## config.mk

```make
export PLATFORM = sky130hd
export DESIGN_NAME = hs_lane_arbiter_flat
export DESIGN_NICKNAME = d
export VERILOG_FILES = /design/src/rtl/hs_lane_arbiter_pkg.sv /design/src/rtl/hs_lane_arbiter_if.sv /design/src/rtl/hs_lane_arbiter_rr_picker.sv /design/src/rtl/hs_lane_arbiter.sv /design/src/flat_wrapper.sv
export SDC_FILE = /design/constraint.sdc
export NUM_CORES = 1
export LEC_CHECK = 0
export ABC_AREA = 1
export CAP_MARGIN = 20
export CORE_MARGIN = 3
export CORE_UTILIZATION = 35
export CTS_BUF_LIST = sky130_fd_sc_hd__clkbuf_8
export DETAILED_ROUTE_END_ITERATION = 12
export PLACE_DENSITY = 0.86
export SLEW_MARGIN = 20
export SYNTH_ARGS = -nofsm -noshare
export SYNTH_HDL_FRONTEND = slang
export SYNTH_HIERARCHICAL = 1
export SYNTH_SLANG_ARGS = --single-unit
```

## constraint.sdc

```tcl
create_clock -name clk -period 2 [get_ports clk]
set_input_delay 0.6 -clock clk [delete_from_list [all_inputs] [get_ports clk]]
set_output_delay 0.6 -clock clk [all_outputs]
set_load 0.02 [all_outputs]
```

## src/rtl/hs_lane_arbiter_pkg.sv

```systemverilog
// Shared constants and types for the packet-level lane arbiter and its
// round-robin picker.
package hs_lane_arbiter_pkg;
   localparam int NUM_REQ       = 4;
   localparam int DATA_W        = 35;
   localparam int EOP_BIT       = 34;
   localparam int DEST_MSB      = 33;
   localparam int DEST_LSB      = 32;
   localparam int MAX_BURST_DEF = 16;
   localparam int CNT_W         = 5;
   localparam int ID_W          = 2;

   typedef enum logic {
      IDLE    = 1'b0,
      GRANTED = 1'b1
   } state_e;
endpackage

```

## src/rtl/hs_lane_arbiter_if.sv

```systemverilog
// Lane-side request bus and forwarded-word bus of the lane arbiter.
interface hs_lane_arbiter_if;
   import hs_lane_arbiter_pkg::*;

   logic [NUM_REQ-1:0] req_valid;
   logic [DATA_W-1:0]  req_data0;
   logic [DATA_W-1:0]  req_data1;
   logic [DATA_W-1:0]  req_data2;
   logic [DATA_W-1:0]  req_data3;
   logic [NUM_REQ-1:0] req_ready;
   logic [NUM_REQ-1:0] lane_mask;
   logic               out_valid;
   logic [DATA_W-1:0]  out_data;
   logic               out_ready;
   logic [ID_W-1:0]    grant_id;
   logic               busy;
   logic               overrun;

   modport master (
      output req_valid, req_data0, req_data1, req_data2, req_data3, lane_mask, out_ready,
      input  req_ready, out_valid, out_data, grant_id, busy, overrun
   );

   modport slave (
      input  req_valid, req_data0, req_data1, req_data2, req_data3, lane_mask, out_ready,
      output req_ready, out_valid, out_data, grant_id, busy, overrun
   );
endinterface

```

## src/rtl/hs_lane_arbiter_rr_picker.sv

```systemverilog
// Combinational round-robin picker: first eligible lane at or above the
// pointer, wrapping modulo NUM_REQ.
module hs_lane_arbiter_rr_picker
   import hs_lane_arbiter_pkg::*;
(
   input  logic [NUM_REQ-1:0] i_eligible,
   input  logic [ID_W-1:0]    i_rr_ptr,
   output logic               o_found,
   output logic [ID_W-1:0]    o_winner
);
   logic [ID_W-1:0] w_idx;

   always_comb begin
      o_found  = 1'b0;
      o_winner = '0;
      w_idx    = '0;
      for (int k = 0; k < NUM_REQ; k++) begin
         w_idx = i_rr_ptr + ID_W'(k);
         if (!o_found && i_eligible[w_idx]) begin
            o_found  = 1'b1;
            o_winner = w_idx;
         end
      end
   end
endmodule

```

## src/rtl/hs_lane_arbiter.sv

```systemverilog
// Packet-level round-robin arbiter: grants one lane until its EOP (or the
// burst limit) and forwards its words through one output register.
module hs_lane_arbiter
   import hs_lane_arbiter_pkg::*;
#(
   parameter int MAX_BURST = MAX_BURST_DEF
) (
   input  logic             clk,
   input  logic             reset,
   hs_lane_arbiter_if.slave bus
);
   state_e               r_state;
   state_e               w_state_nxt;
   logic [ID_W-1:0]      r_grant_id;
   logic [ID_W-1:0]      r_rr_ptr;
   logic [CNT_W-1:0]     r_beat_cnt;
   logic                 r_out_valid;
   logic [DATA_W-1:0]    r_out_data;
   logic                 r_overrun;

   logic [NUM_REQ-1:0]   w_eligible;
   logic                 w_found;
   logic [ID_W-1:0]      w_winner;
   logic [DATA_W-1:0]    w_sel_data;
   logic                 w_slot_free;
   logic                 w_xfer;
   logic [CNT_W-1:0]     w_beat_inc;
   logic                 w_burst_end;
   logic                 w_eop;
   logic                 w_release;
   logic                 w_busy;
   logic [NUM_REQ-1:0]   w_req_ready;

   // lane_mask only matters here, i.e. while choosing a new owner
   assign w_eligible = bus.req_valid & bus.lane_mask;

   hs_lane_arbiter_rr_picker u_picker (
      .i_eligible (w_eligible),
      .i_rr_ptr   (r_rr_ptr),
      .o_found    (w_found),
      .o_winner   (w_winner)
   );

   always_comb begin
      w_sel_data = '0;
      case (r_grant_id)
         2'd0:    w_sel_data = bus.req_data0;
         2'd1:    w_sel_data = bus.req_data1;
         2'd2:    w_sel_data = bus.req_data2;
         default: w_sel_data = bus.req_data3;
      endcase
   end

   assign w_slot_free = !r_out_valid || bus.out_ready;
   assign w_xfer      = (r_state == GRANTED) && w_slot_free && bus.req_valid[r_grant_id];
   assign w_beat_inc  = r_beat_cnt + CNT_W'(1);
   assign w_burst_end = (w_beat_inc == CNT_W'(MAX_BURST));
   assign w_eop       = w_sel_data[EOP_BIT];
   assign w_release   = w_xfer && (w_eop || w_burst_end);

   always_ff @(posedge clk) begin
      if (reset) r_state <= IDLE;
      else       r_state <= w_state_nxt;
   end

   always_comb begin
      w_state_nxt = r_state;
      w_busy      = 1'b0;
      w_req_ready = '0;
      case (r_state)
         IDLE: begin
            if (w_found) w_state_nxt = GRANTED;
         end
         GRANTED: begin
            w_busy                  = 1'b1;
            w_req_ready[r_grant_id] = w_slot_free;
            if (w_release) w_state_nxt = IDLE;
         end
         default: w_state_nxt = IDLE;
      endcase
   end

   always_ff @(posedge clk) begin
      if (reset) begin
         r_grant_id  <= '0;
         r_rr_ptr    <= '0;
         r_beat_cnt  <= '0;
         r_overrun   <= 1'b0;
         r_out_valid <= 1'b0;
         r_out_data  <= '0;
      end else begin
         if ((r_state == IDLE) && w_found) r_grant_id <= w_winner;
         if (w_xfer) begin
            if (w_release) begin
               r_beat_cnt <= '0;
               r_rr_ptr   <= r_grant_id + ID_W'(1);
               if (w_burst_end && !w_eop) r_overrun <= 1'b1;
            end else begin
               r_beat_cnt <= w_beat_inc;
            end
         end
         // a new beat wins over draining, so load+drain keeps out_valid high
         if (w_xfer) begin
            r_out_valid <= 1'b1;
            r_out_data  <= w_sel_data;
         end else if (bus.out_ready) begin
            r_out_valid <= 1'b0;
         end
      end
   end

   assign bus.req_ready = w_req_ready;
   assign bus.out_valid = r_out_valid;
   assign bus.out_data  = r_out_data;
   assign bus.grant_id  = r_grant_id;
   assign bus.busy      = w_busy;
   assign bus.overrun   = r_overrun;
endmodule

```

## src/flat_wrapper.sv

```systemverilog
// flat-port wrapper written by rule: the top's interface ports become plain ports
module hs_lane_arbiter_flat import hs_lane_arbiter_pkg::*;
#(
   parameter int MAX_BURST = MAX_BURST_DEF
)
  (clk, reset, bus_req_valid, bus_req_data0, bus_req_data1, bus_req_data2, bus_req_data3, bus_lane_mask, bus_out_ready, bus_req_ready, bus_out_valid, bus_out_data, bus_grant_id, bus_busy, bus_overrun);
  hs_lane_arbiter_if bus_i ();
  input  logic clk;
  input  logic reset;
  input wire logic [$bits(bus_i.req_valid)-1:0] bus_req_valid;
  input wire logic [$bits(bus_i.req_data0)-1:0] bus_req_data0;
  input wire logic [$bits(bus_i.req_data1)-1:0] bus_req_data1;
  input wire logic [$bits(bus_i.req_data2)-1:0] bus_req_data2;
  input wire logic [$bits(bus_i.req_data3)-1:0] bus_req_data3;
  input wire logic [$bits(bus_i.lane_mask)-1:0] bus_lane_mask;
  input wire logic [$bits(bus_i.out_ready)-1:0] bus_out_ready;
  output wire logic [$bits(bus_i.req_ready)-1:0] bus_req_ready;
  output wire logic [$bits(bus_i.out_valid)-1:0] bus_out_valid;
  output wire logic [$bits(bus_i.out_data)-1:0] bus_out_data;
  output wire logic [$bits(bus_i.grant_id)-1:0] bus_grant_id;
  output wire logic [$bits(bus_i.busy)-1:0] bus_busy;
  output wire logic [$bits(bus_i.overrun)-1:0] bus_overrun;
  assign bus_i.req_valid = bus_req_valid;
  assign bus_i.req_data0 = bus_req_data0;
  assign bus_i.req_data1 = bus_req_data1;
  assign bus_i.req_data2 = bus_req_data2;
  assign bus_i.req_data3 = bus_req_data3;
  assign bus_i.lane_mask = bus_lane_mask;
  assign bus_i.out_ready = bus_out_ready;
  assign bus_req_ready = bus_i.req_ready;
  assign bus_out_valid = bus_i.out_valid;
  assign bus_out_data = bus_i.out_data;
  assign bus_grant_id = bus_i.grant_id;
  assign bus_busy = bus_i.busy;
  assign bus_overrun = bus_i.overrun;
  hs_lane_arbiter #(.MAX_BURST(MAX_BURST)) u_core (.clk(clk), .reset(reset), .bus(bus_i));
endmodule
```

* Yosys cells after proc, flatten, opt, wreduce, memory -nomap -nowiden *
Index checks and enable logic that the tools add are counted.

operators by class
  div/mod/pow operators = 0
  bitwise operators = 3
  shift operators = 0
  $add $sub $neg = 5
  $lt $le $gt $ge = 6
  multiplexer cells = 29
  equal/unequal tests = 3
  $mul = 0
  reduce and logical (&&, ||, !) cells = 20

operators by type and width
  kind                                                                                  number
  35-bit case mux with 3 select lines                                                   1
  2-bit by 3-bit less-than comparator with 1-bit output (second input constant)         5
  1-bit two-way mux                                                                     15
  1-bit binary-select mux with 2-bit select                                             5
  1-bit logical AND                                                                     9
  4-bit bitwise AND                                                                     2
  2-bit two-way mux                                                                     4
  5-bit by 1-bit adder with 5-bit output (second input constant)                        1
  5-bit == test (second input constant)                                                 1
  1-bit logical NOT                                                                     5
  5-bit two-way mux                                                                     1
  2-bit by 1-bit adder with 2-bit output (second input constant)                        2
  2-bit adder (second input constant)                                                   2
  4-bit two-way mux                                                                     1
  3-bit AND reduction                                                                   1
  1-bit demux with 2-bit select                                                         1
  2-bit by 1-bit == test with 1-bit output (second input constant)                      1
  2-bit == test (second input constant)                                                 1
  2-bit by 1-bit greater-or-equal comparator with 1-bit output (second input constant)  1
  2-bit logical NOT                                                                     1
  1-bit logical OR                                                                      2
  1-bit case mux with 2 select lines                                                    1
  2-bit AND reduction                                                                   1
  2-bit nonzero test                                                                    1
  1-bit NOT                                                                             1

word-level totals
  bits in latches = 0
  register bits after elaboration = 47
  memories = 0
  memory bits (read-only) = 0
  logic and storage cells = 73
  input port bits = 151
  memory bits (writable) = 0

* Logic depth before layout (Yosys ltp) *
  depth in word-level cells = 15
  mapped depth = 14
  depth with buffers taken out = 14

* Hierarchy *
The synthesis kept the hierarchy.

by module, submodules not included
  module                     area each (um2)  cells each  sequential area each (um2)  times used
  hs_lane_arbiter            2889.0           466         940.9                       1
  hs_lane_arbiter_rr_picker  319.1            59          0.0                         1

* Worst setup path before layout *
No wires, ideal clock.

  path type = reg2out
  start = reg u_core.r_grant_id[0], in the netlist u_core/bus.grant_id[0]
  end = out bus_req_ready[1]
  path buffers = 2
  required time = 1.400 ns
  setup slack = -0.026 ns
  data arrival time = 1.426 ns
  stages on the path, launching flop included = 6
  path through = dfxtp_1 ha_1 buf_2 buf_2 nand2_1 nor2_1

on the way
  word-level cells in the longest chain between the ends = 6

RTL lines
  what                                                                                                                                                                line                   source
  start, declared                                                                                                                                                     hs_lane_arbiter.sv:14  logic [ID_W-1:0] r_grant_id;
  start signal, assigned                                                                                                                                              hs_lane_arbiter.sv:92  if ((r_state == IDLE) && w_found) r_grant_id <= w_winner;
  2-bit by 3-bit less-than comparator with 1-bit output (not written as such) / 2-bit by 1-bit greater-or-equal comparator with 1-bit output (equally long branches)  hs_lane_arbiter.sv:76  w_req_ready[r_grant_id] = w_slot_free;
  1-bit logical AND (not written as such)                                                                                                                             hs_lane_arbiter.sv:76
  1-bit two-way mux (not written as such)                                                                                                                             hs_lane_arbiter.sv:76
  1-bit demux with 2-bit select *                                                                                                                                     --
  4-bit bitwise AND (no line) *                                                                                                                                       --
  4-bit two-way mux *                                                                                                                                                 hs_lane_arbiter.sv:70  case (r_state)
  end, declared                                                                                                                                                       flat_wrapper.sv:17     output wire logic [$bits(bus_i.req_ready)-1:0] bus_req_ready;

Mark *: on every way between the ends. The rest lies on a longest branch, timed or not.

* Worst setup path after layout *
  start = in bus_out_ready
  end = out bus_req_ready[2]

on the way
  word-level cells in the longest chain between the ends = 3

RTL lines
  what                         line                   source
  start, declared              flat_wrapper.sv:16     input wire logic [$bits(bus_i.out_ready)-1:0] bus_out_ready;
  1-bit logical OR             hs_lane_arbiter.sv:54  assign w_slot_free = !r_out_valid || bus.out_ready;
  4-bit bitwise AND (no line)  --
  4-bit two-way mux            hs_lane_arbiter.sv:70

Every way passes these cells.

==> results.json <==
{
  "fin_worst_skew_ns": 0.00528,
  "netlist_instances": 525,
  "yosys_register_bits": 47,
  "die_w_um": 102,
  "top_layer": "met4",
  "synth_edf_count": 0,
  "reg2reg_slack_ns": 0.13,
  "wl_met2_um": 6410,
  "leakagePower_nw": 2.30,
  "globalRouteTotalUtil": 0.224,
  "synth_common_cells": "nand2_1 (161), o21ai_0 (57), nor2_1 (54)",
  "yosysTopAreaCell": "dfxtp_1",
  "design.core.area_um2": 8810,
  "holdPathStages": 2,
  "finalCriticalPeriod_ns": 1.95,
  "cts_tree": "done",
  "die_h_um": 102,
  "crit_family": "buffers and inverters",
  "setup_violations": 0,
  "clock_sinks": 47,
  "grt_pass1_vias": 3817,
  "synth.area.top_cells": "dfxtp_1 (29%), nand2_1 (19%), o21ai_0 (8.9%)",
  "hpwl_um": 9770,
  "drt_iter0_drc": 193,
  "syn_area_per_cell_um2": 6.11,
  "row_count": 34,
  "tns_ns": 0,
  "syn-cell-area_um2": 3210,
  "dr.pass1.iters": 5,
  "nets": 875,
  "ant_nets": 0,
  "synth_warnings": 6,
  "ff2ff_path_depth": 12,
  "stdcell_count": 826,
  "synth_cell_types": 28,
  "maxCapViolCount": 0,
  "grt_start_max_net_pins": 36,
  "status": "completed",
  "route.met3.wl_um": 1040,
  "p_per_area_nw_per_um2": 1230,
  "clk-insertion-delay-late_ns": 0.29,
  "grt_pass1_wl_um": 18300,
  "peakVddDrop_mv": 0.593,
  "start_util": 0.364,
  "cp_num_buf_inv": 3,
  "post_cts_buffers": 0,
  "pin_count": 195,
  "numPortBuffers": 194,
  "critPathCaptureType": "output pin",
  "reg2reg_to": "u_core/r_beat_cnt[0]",
  "vias": 4142,
  "ys_seq_area_frac": 0.293,
  "drc": 0,
  "yosysMostFrequentCell": "nand2_1",
  "cts_max_level": 2,
  "syn_nets": 683,
  "synthToLayoutAreaGrowth_pct": 69.5,
  "hold_violations": 0,
  "fin_util": 0.618,
  "tightest_slew_ns": 0.310,
  "min_from": "u_core/r_state",
  "routabilityCongestion": 0.820,
  "cp_slowest_stage_delay_ns": 0.24,
  "grt_antenna_before_repair": 0,
  "power_mw": 6.70,
  "path_class": "input pin to output pin",
  "ys_async_sr_fraction": 0,
  "antenna_cells": 0,
  "wl_um": 12400,
  "die-area_um2": 10400,
  "critPathLaunchType": "input pin",
  "n_fill_cell": 801,
  "worstPathRequired_ns": 1.40,
  "min_period_over_period": 0.973,
  "wl_per_cell_um": 15.0,
  "fmax_ghz": 0.514,
  "clockRootBuffer": "clkbuf_8",
  "viasPerCell": 5.01,
  "path_cells": "dlygate4sd2_1, nor2_2, inv_2, nand2_1, nor2_1, buf_4",
  "drive_above_1_share": 0.103,
  "rsz0062_at_grt": "yes",
  "clock_tree.buffer_depth": 2,
  "holdPathEnd": "u_core/r_state",
  "cp.arrival_ns": 1.35,
  "slew_headroom": 0.793,
  "met1Wirelength_um": 4790,
  "finalMaxSlewViolations": 0,
  "clkTransAtPathRegs_ns": 0.09,
  "synthFlopType": "dfxtp_1",
  "overflow": 0,
  "synth_top_area_frac": 0.293,
  "dp_cells": 818,
  "r2r-start": "u_core/bus.grant_id[1]",
  "cts_made_buffers": 5,
  "cp_max_fo": 5,
  "hp-class": "register to register",
  "cp_slowest_cell": "dlygate4sd2_1"
}
[sequential cells by signal, summed over array words and instances, names as in the netlist]
| name | flops |
|---|---|
| u_core/bus.out_data | 35 |
| u_core/bus.grant_id | 2 |
| u_core/r_state | 1 |
| u_core/bus.overrun | 1 |
| u_core/r_beat_cnt | 5 |
| u_core/r_rr_ptr | 2 |
| u_core/bus.out_valid | 1 |
[stage by stage]
stage,worst slack [ns],hold WS [ns],instance area (um2)
2_1_floorplan,0.0303,0.458,3210
3_3_place_gp,-0.693,0.466,5290
3_5_place_dp,-0.681,0.480,5290
4_1_cts,0.0120,0.496,5390
5_1_grt,-0.0605,0.533,5440
6_report,0.0544,0.502,5440
[routing by layer]
| metal | GRT usage | vias up |
|---|---|---|
| li1 | - | 2083 |
| met3 | 0.0530 | 14 |
| met5 | 0 | - |
| met2 | 0.414 | 149 |
| met1 | 0.256 | 1896 |
| met4 | 0.0583 | 0 |
[cells in the final DEF (no fill, tap or decap), types with 2 or more instances in the layout]
master and n:
nand3_2 3, inv_1 28, nand4_1 3, nand2_4 4, inv_2 5, buf_4 21
nor2_2 3, clkbuf_8 7, nand2_2 15, ha_1 5, buf_12 5, dfxtp_1 46
nand2_1 158, a21oi_2 2, clkdlybuf4s50_1 187, dlygate4sd2_1 3, o21ai_0 55, o21ai_2 3
nor2_1 52, o21ai_1 16, ha_2 2, a21oi_1 40, nand3_1 47
[what timing repair did]
item / in CTS / in global routing
hold endpoints to repair: 0 / 0
pin swaps: 1 / 4
setup endpoints to repair: 10 / 12
hold buffers: 0 / 0
gates resized for setup: 26 / 17
[worst reg2reg max path, delay by kind of cell, from the launching register on]
family,cells,cell delay [ns]
DFF,1,0.35
and+or+nand+nor,8,0.77
adders and majority gates,1,0.24
buffers and inverters,3,0.41
[worst max path at each step]
stage,start,end,cells after the start
6_report,bus_out_ready,bus_req_ready[2],6
5_1_grt,bus_req_valid[0],u_core/bus.grant_id[0],15
4_1_cts,u_core/bus.grant_id[1],u_core/r_beat_cnt[0],12
3_5_place_dp,bus_out_ready,bus_req_ready[2],6
3_3_place_gp,bus_out_ready,bus_req_ready[2],6
2_1_floorplan,u_core/bus.grant_id[1],bus_req_ready[2],5
[where the power goes]
| part | switching (mW) | internal [mW] | leakage [nW] | total [mW] |
|---|---|---|---|---|
| logic | 2.60 | 1.99 | 1.86 | 4.59 |
| registers | 0.220 | 1.27 | 0.386 | 1.49 |
| clock network | 0.303 | 0.311 | 0.0557 | 0.614 |
| total | 3.12 | 3.58 | 2.30 | 6.70 |
[area by class of cell]
type	count	area (um2)	area share
inverters	33	126	0.0232
well taps	108	135	0.0249
clock inverters	1	3.75	0.000690
multi-input cells	413	1960	0.361
repair buffers	217	2170	0.399
clock buffers	7	96.3	0.0177
flip-flops and latches	47	942	0.173
[logic make-up after synthesis]
family | count (synthesis) | share of synthesized area
AND/OR/NAND/NOR | 288 | 0.387
buffers and inverters | 65 | 0.103
XOR/XNOR | 1 | 0.00273
flip-flops | 47 | 0.293
AO/OA/AOI/OAI | 117 | 0.187
adder cells (fa/ha/maj) | 7 | 0.0273
(Power assumes the default switching activity.)
